`config.mk`:
```
export PLATFORM = sky130hd
export DESIGN_NAME = regfile_scan_ctrl_flat
export DESIGN_NICKNAME = d
export VERILOG_FILES = /design/src/rtl/regfile_scan_ctrl_pkg.sv /design/src/rtl/regfile_scan_ctrl_if.sv /design/src/rtl/regfile_scan_ctrl.sv /design/src/flat_wrapper.sv
export SDC_FILE = /design/constraint.sdc
export NUM_CORES = 1
export LEC_CHECK = 0
export CAP_MARGIN = 20
export CORE_MARGIN = 1
export CORE_UTILIZATION = 44
export DETAILED_ROUTE_END_ITERATION = 12
export PLACE_DENSITY = 0.87
export SYNTH_ARGS = -nofsm -noshare
export SYNTH_HDL_FRONTEND = slang
export SYNTH_SLANG_ARGS = --single-unit
```
`constraint.sdc`:
```
create_clock -name clk -period 2.74 [get_ports clk]
set_input_delay 0.411 -clock clk [delete_from_list [all_inputs] [get_ports clk]]
set_output_delay 0.411 -clock clk [all_outputs]
set_load 0.02 [all_outputs]
```
`src/rtl/regfile_scan_ctrl_pkg.sv`:
```
// Shared definitions for the register-file scan sequencer: default geometry,
// the scan state encoding and the first-register helper.
package regfile_scan_ctrl_pkg;

  localparam int RF_NREGS = 32;
  localparam int RF_AW    = 5;
  localparam int RF_DW    = 32;

  typedef enum logic [1:0] {
    ST_IDLE  = 2'd0,
    ST_CLEAR = 2'd1,
    ST_DUMP  = 2'd2
  } scan_state_e;

  // r0 is hardwired in the MIPS regfile, so scans normally begin at r1.
  function automatic int scan_first(input bit skip_r0);
    return skip_r0 ? 1 : 0;
  endfunction

endpackage

```
`src/rtl/regfile_scan_ctrl_if.sv`:
```
// Bundle of the regfile ports (read port 1, write port 3) and the dump stream.
// The sequencer is the master; the regfile plus the dump consumer form the slave.
interface regfile_scan_ctrl_if
  import regfile_scan_ctrl_pkg::*;
#(
  parameter int AW = RF_AW,
  parameter int DW = RF_DW
);

  logic          WE3;
  logic [AW-1:0] A3;
  logic [DW-1:0] WD3;
  logic [AW-1:0] A1;
  logic [DW-1:0] RD1;
  logic          dump_valid;
  logic          dump_ready;
  logic [AW-1:0] dump_addr;
  logic [DW-1:0] dump_data;

  modport master (
    output WE3, A3, WD3, A1, dump_valid, dump_addr, dump_data,
    input  RD1, dump_ready
  );

  modport slave (
    input  WE3, A3, WD3, A1, dump_valid, dump_addr, dump_data,
    output RD1, dump_ready
  );

endinterface

```
`src/rtl/regfile_scan_ctrl.sv`:
```
// Initiator-side sequencer for the 3-port register file. CLEAR writes
// CLEAR_VALUE to every scanned register, one per cycle. DUMP reads every
// scanned register through port 1 and streams {addr,data} beats on a
// valid/ready interface with full throughput and stable data under stall.
module regfile_scan_ctrl
  import regfile_scan_ctrl_pkg::*;
#(
  parameter int            NREGS       = RF_NREGS,
  parameter int            AW          = RF_AW,
  parameter int            DW          = RF_DW,
  parameter logic [DW-1:0] CLEAR_VALUE = '0,
  parameter bit            SKIP_R0     = 1'b1
) (
  input  logic                clk,
  input  logic                reset,
  input  logic                start_clear,
  input  logic                start_dump,
  output logic                busy,
  output logic                done,
  regfile_scan_ctrl_if.master bus
);

  // Scan range; termination compares against LAST so pointers never wrap.
  localparam logic [AW-1:0] FIRST = AW'(scan_first(SKIP_R0));
  localparam logic [AW-1:0] LAST  = AW'(NREGS - 1);

  scan_state_e   r_state;
  logic [AW-1:0] r_wr_ptr;
  logic [AW-1:0] r_rd_ptr;
  logic          r_issued;
  logic          r_dump_valid;
  logic [AW-1:0] r_dump_addr;
  logic [DW-1:0] r_dump_data;
  logic          r_done;

  scan_state_e   w_state_nxt;
  logic [AW-1:0] w_wr_ptr_nxt;
  logic [AW-1:0] w_rd_ptr_nxt;
  logic          w_issued_nxt;
  logic          w_dump_valid_nxt;
  logic [AW-1:0] w_dump_addr_nxt;
  logic [DW-1:0] w_dump_data_nxt;
  logic          w_done_nxt;
  logic          w_load;

  // A new beat may be captured when reads remain and the output slot is
  // empty or is being emptied by a handshake in this same cycle.
  assign w_load = !r_issued && (!r_dump_valid || bus.dump_ready);

  assign busy    = (r_state != ST_IDLE);
  assign done    = r_done;
  // Gating with reset keeps the regfile from taking a write on the very edge
  // that aborts the scan, so registers not yet reached keep their contents.
  assign bus.WE3 = (r_state == ST_CLEAR) && !reset;
  assign bus.A3  = r_wr_ptr;
  assign bus.WD3 = CLEAR_VALUE;
  assign bus.A1  = r_rd_ptr;

  assign bus.dump_valid = r_dump_valid;
  assign bus.dump_addr  = r_dump_addr;
  assign bus.dump_data  = r_dump_data;

  // Next-state, pointer and dump-slot logic; everything holds unless changed.
  always_comb begin
    w_state_nxt      = r_state;
    w_wr_ptr_nxt     = r_wr_ptr;
    w_rd_ptr_nxt     = r_rd_ptr;
    w_issued_nxt     = r_issued;
    w_dump_valid_nxt = r_dump_valid;
    w_dump_addr_nxt  = r_dump_addr;
    w_dump_data_nxt  = r_dump_data;
    w_done_nxt       = 1'b0;

    case (r_state)
      ST_IDLE: begin
        // CLEAR has priority; a simultaneous dump request is dropped.
        if (start_clear) begin
          w_state_nxt  = ST_CLEAR;
          w_wr_ptr_nxt = FIRST;
        end else if (start_dump) begin
          w_state_nxt  = ST_DUMP;
          w_rd_ptr_nxt = FIRST;
          w_issued_nxt = 1'b0;
        end
      end

      ST_CLEAR: begin
        if (r_wr_ptr == LAST) begin
          w_state_nxt = ST_IDLE;
          w_done_nxt  = 1'b1;
        end else begin
          w_wr_ptr_nxt = r_wr_ptr + AW'(1);
        end
      end

      ST_DUMP: begin
        if (w_load) begin
          w_dump_valid_nxt = 1'b1;
          w_dump_addr_nxt  = r_rd_ptr;
          w_dump_data_nxt  = bus.RD1;
          if (r_rd_ptr == LAST) begin
            w_issued_nxt = 1'b1;
          end else begin
            w_rd_ptr_nxt = r_rd_ptr + AW'(1);
          end
        end else if (r_issued && r_dump_valid && bus.dump_ready) begin
          w_dump_valid_nxt = 1'b0;
          w_done_nxt       = 1'b1;
          w_state_nxt      = ST_IDLE;
        end
      end

      default: begin
        w_state_nxt = ST_IDLE;
      end
    endcase
  end

  // State and output registers; reset aborts any scan without a done pulse.
  always_ff @(posedge clk) begin
    if (reset) begin
      r_state      <= ST_IDLE;
      r_wr_ptr     <= '0;
      r_rd_ptr     <= '0;
      r_issued     <= 1'b0;
      r_dump_valid <= 1'b0;
      r_dump_addr  <= '0;
      r_dump_data  <= '0;
      r_done       <= 1'b0;
    end else begin
      r_state      <= w_state_nxt;
      r_wr_ptr     <= w_wr_ptr_nxt;
      r_rd_ptr     <= w_rd_ptr_nxt;
      r_issued     <= w_issued_nxt;
      r_dump_valid <= w_dump_valid_nxt;
      r_dump_addr  <= w_dump_addr_nxt;
      r_dump_data  <= w_dump_data_nxt;
      r_done       <= w_done_nxt;
    end
  end

endmodule

```
`src/flat_wrapper.sv`:
```
// flat-port wrapper written by rule: the top's interface ports become plain ports
module regfile_scan_ctrl_flat import regfile_scan_ctrl_pkg::*;
#(
  parameter int            NREGS       = RF_NREGS,
  parameter int            AW          = RF_AW,
  parameter int            DW          = RF_DW,
  parameter logic [DW-1:0] CLEAR_VALUE = '0,
  parameter bit            SKIP_R0     = 1'b1
)
  (clk, reset, start_clear, start_dump, busy, done, bus_WE3, bus_A3, bus_WD3, bus_A1, bus_dump_valid, bus_dump_addr, bus_dump_data, bus_RD1, bus_dump_ready);
  regfile_scan_ctrl_if #(.AW(AW), .DW(DW)) bus_i ();
  input  logic clk;
  input  logic reset;
  input  logic start_clear;
  input  logic start_dump;
  output logic busy;
  output logic done;
  output wire logic [$bits(bus_i.WE3)-1:0] bus_WE3;
  output wire logic [$bits(bus_i.A3)-1:0] bus_A3;
  output wire logic [$bits(bus_i.WD3)-1:0] bus_WD3;
  output wire logic [$bits(bus_i.A1)-1:0] bus_A1;
  output wire logic [$bits(bus_i.dump_valid)-1:0] bus_dump_valid;
  output wire logic [$bits(bus_i.dump_addr)-1:0] bus_dump_addr;
  output wire logic [$bits(bus_i.dump_data)-1:0] bus_dump_data;
  input wire logic [$bits(bus_i.RD1)-1:0] bus_RD1;
  input wire logic [$bits(bus_i.dump_ready)-1:0] bus_dump_ready;
  assign bus_WE3 = bus_i.WE3;
  assign bus_A3 = bus_i.A3;
  assign bus_WD3 = bus_i.WD3;
  assign bus_A1 = bus_i.A1;
  assign bus_dump_valid = bus_i.dump_valid;
  assign bus_dump_addr = bus_i.dump_addr;
  assign bus_dump_data = bus_i.dump_data;
  assign bus_i.RD1 = bus_RD1;
  assign bus_i.dump_ready = bus_dump_ready;
  regfile_scan_ctrl #(.NREGS(NREGS), .AW(AW), .DW(DW), .CLEAR_VALUE(CLEAR_VALUE), .SKIP_R0(SKIP_R0)) u_core (.clk(clk), .reset(reset), .start_clear(start_clear), .start_dump(start_dump), .busy(busy), .done(done), .bus(bus_i));
endmodule
```
==> impl_metrics.json <==
{
  "synth_cell_types": 39,
  "crit_fanout": 8,
  "worst_hold_path_type": "reg2reg",
  "vias_per_cell": 4.71,
  "synth_top_area_share_pct": 42.4,
  "p_leak_nw": 1.22,
  "fin_crit_sh_pct": 80.9,
  "arrival_ps": 1810,
  "ys_dominant_reg_cell": "dfxtp_1",
  "irDropWorstVdd_mv": 0.289,
  "hold_path_end": "u_core.bus.dump_data[30]",
  "yosysTopAreaCell": "dfxtp_1",
  "required_ps": 2330,
  "die_w_um": 76.7,
  "num_rows": 26,
  "place.gp.congestion": 0.829,
  "rsz0062_at_grt": "no",
  "antenna_found_initial": 0,
  "cts_num_sinks": 52,
  "first_pass_iters": 4,
  "clk_latency_ps": 300,
  "cts_max_level": 2,
  "die_area_mm2": 0.00589,
  "core_mm2": 0.00524,
  "synth_most_common_cell": "nand2_1",
  "area.growth.synth_to_final_pct": 33.9,
  "status": "complete, no violations",
  "netlist_top_cells_count": "85 x nand2_1, 52 x dfxtp_1, 45 x a21oi_1",
  "ys_ff_latch": 52,
  "grt-ovfl-total": 0,
  "finClkSkew_ps": 6.92,
  "powerDensity_mw_per_mm2": 550,
  "period_minus_slack_ps": 2220,
  "pre_cts_ws_ps": 488,
  "drive_above_1_share_pct": 4.95,
  "cts_buffer_depth": 2,
  "grt_max_degree": 52,
  "post-route-cell-area_mm2": 0.00329,
  "vias": 2139,
  "r2r-start": "u_core.r_state[0]",
  "synthTopCellsByArea": "dfxtp_1 42%, nand2_1 13%, buf_4 9.8%",
  "cap_violations": 0,
  "initial_utilization_pct": 46.9,
  "drtIter0Drc": 70,
  "hold_viol": 0,
  "r2r-end": "u_core.bus.dump_data[28]",
  "diodes": 0,
  "setup.worst_path.start": "u_core.r_state[1]",
  "root_buffer": "clkbuf_8",
  "ys_async_sr_fraction_pct": 0,
  "cts_setup_buffers": 0,
  "ys_seq_area_share_pct": 42.4,
  "ff2ff_path_depth": 5,
  "path_class": "reg2out",
  "die_y_um": 76.7,
  "wl_met1_um": 2310,
  "grt_pass1_wl_um": 8630,
  "clock.fmax_mhz": 451,
  "ant_nets": 0,
  "dr_wl_met3_um": 383,
  "dp_hpwl_um": 3800,
  "wl_met2_um": 2540,
  "cts_resized": 0,
  "wl_per_cell_um": 11.8,
  "hp-start": "u_core.bus.dump_data[30]",
  "start_kind": "register",
  "ys_warn_count": 0,
  "slew_viol_final": 0,
  "fin_setup_tns_ps": 0,
  "hold_depth": 2,
  "worstMarginPinSlew_ps": 741,
  "synth_edf_count": 0,
  "cts_tree": "yes",
  "r2r_slack_ps": 560,
  "post_dp_cell_area_mm2": 0.00320,
  "cts_inserted_buffers": 5,
  "syn_inst": 304,
  "place.port_buffers": 87,
  "grt.total_usage_pct": 18.0,
  "avgSynthCellArea_um2": 8.08,
  "layout.nets": 427,
  "slew_headroom_pct": 50.5,
  "setup_viol": 0,
  "synth_area_mm2": 0.00246,
  "ctsHoldBuffers": 0,
  "io_pins": 120,
  "setup_ws_ps": 523,
  "routed.top_layer": "met4",
  "grt_pass1_vias": 1838,
  "fillers": 464,
  "clk_pin_slew_ps": 90,
  "wl_um": 5340,
  "cp-end-kind": "output port",
  "drc_errors": 0
}
-- flip-flops by register name (all words and copies together) (netlist names) --
name                   flops
u_core.bus.A1              5
u_core.r_issued            1
u_core.bus.A3              5
u_core.bus.dump_valid      1
u_core.r_state             2
u_core.done                1
u_core.bus.dump_data      32
u_core.bus.dump_addr       5
-- layout make-up --
| class | count | area (µm²) | share of cell area (%) |
|---|---|---|---|
| clock buffers | 6 | 72.6 | 2.21 |
| clock inverters | 2 | 16.3 | 0.494 |
| inverters | 5 | 18.8 | 0.571 |
| multi-input cells | 229 | 1160 | 35.4 |
| flip-flops and latches | 52 | 1040 | 31.6 |
| well taps | 70 | 87.6 | 2.66 |
| repair buffers | 90 | 888 | 27.0 |
-- metrics by stage --
stage	power [mW]	utilization (%)	hold slack [ps]	instances
after floorplan	1.24	-	507	335
after global placement	1.38	61.1	441	446
after detailed placement	1.39	61.1	446	446
after CTS	1.82	62.8	458	454
after global routing	1.92	62.8	476	454
final	1.81	62.8	456	454
-- where the power goes --
part / internal, mW / switching, mW / total, mW
clock network: 0.182 / 0.252 / 0.434
logic: 0.221 / 0.306 / 0.527
registers: 0.809 / 0.0377 / 0.847
-- worst max path at each step --
stage | end | slack [ps] | cells after the start
after floorplan | u_core.bus.A1[0] | 900 | 7
after global placement | u_core.bus.dump_data[9] | 600 | 5
after detailed placement | u_core.bus.dump_data[28] | 490 | 5
after CTS | bus_WE3 | 510 | 4
after global routing | u_core.bus.dump_data[27] | 300 | 5
final | bus_WE3 | 520 | 4
-- cell usage in the layout (no fill, tap or decap), drive strengths merged --
master / instances
a211o: 1
nand2: 85
nand2b: 6
buf: 4
o21ai: 3
nor2b: 3
clkinvlp: 1
a21o: 2
o211ai: 1
a31oi: 2
and2: 1
clkbuf: 6
a21boi: 1
nand3: 8
conb: 32
nand4: 6
a21oi: 45
and3: 5
clkinv: 1
o21bai: 1
inv: 5
xor2: 2
nor4: 1
a2bb2oi: 1
nor2: 7
a211oi: 3
a22oi: 2
mux2: 1
nand4b: 1
nor3: 1
ha: 7
dfxtp: 52
clkdlybuf4s50: 86
nor3b: 1
-- metal layers --
layer	vias to the layer above	GRT usage, %
met5	-	0
met4	0	6.73
met3	11	4.88
li1	1098	-
met2	81	30.5
met1	949	21.7
-- worst max-delay path, cell delays in order, from the launching register on --
cell and delay [ps]:
dfxtp_1 340, inv_1 80, ha_1 300, nor2b_1 180, clkdlybuf4s50_1 610
-- cell families (layout without fill, tap and decap cells) --
kind of cell    count (synthesis)  in the layout  synth area share [%]
other cells                     1             32                 0.153
xor+xnor                        2              2                 0.713
flops                          52             52                  42.4
simple gates                  125            125                  23.2
compound gates                 62             62                  14.6
fa+ha+maj                       7              7                  3.57
buf+inv                        54            103                  14.9
mux                             1              1                 0.458
No activity file was read; power rests on OpenSTA's default activity.
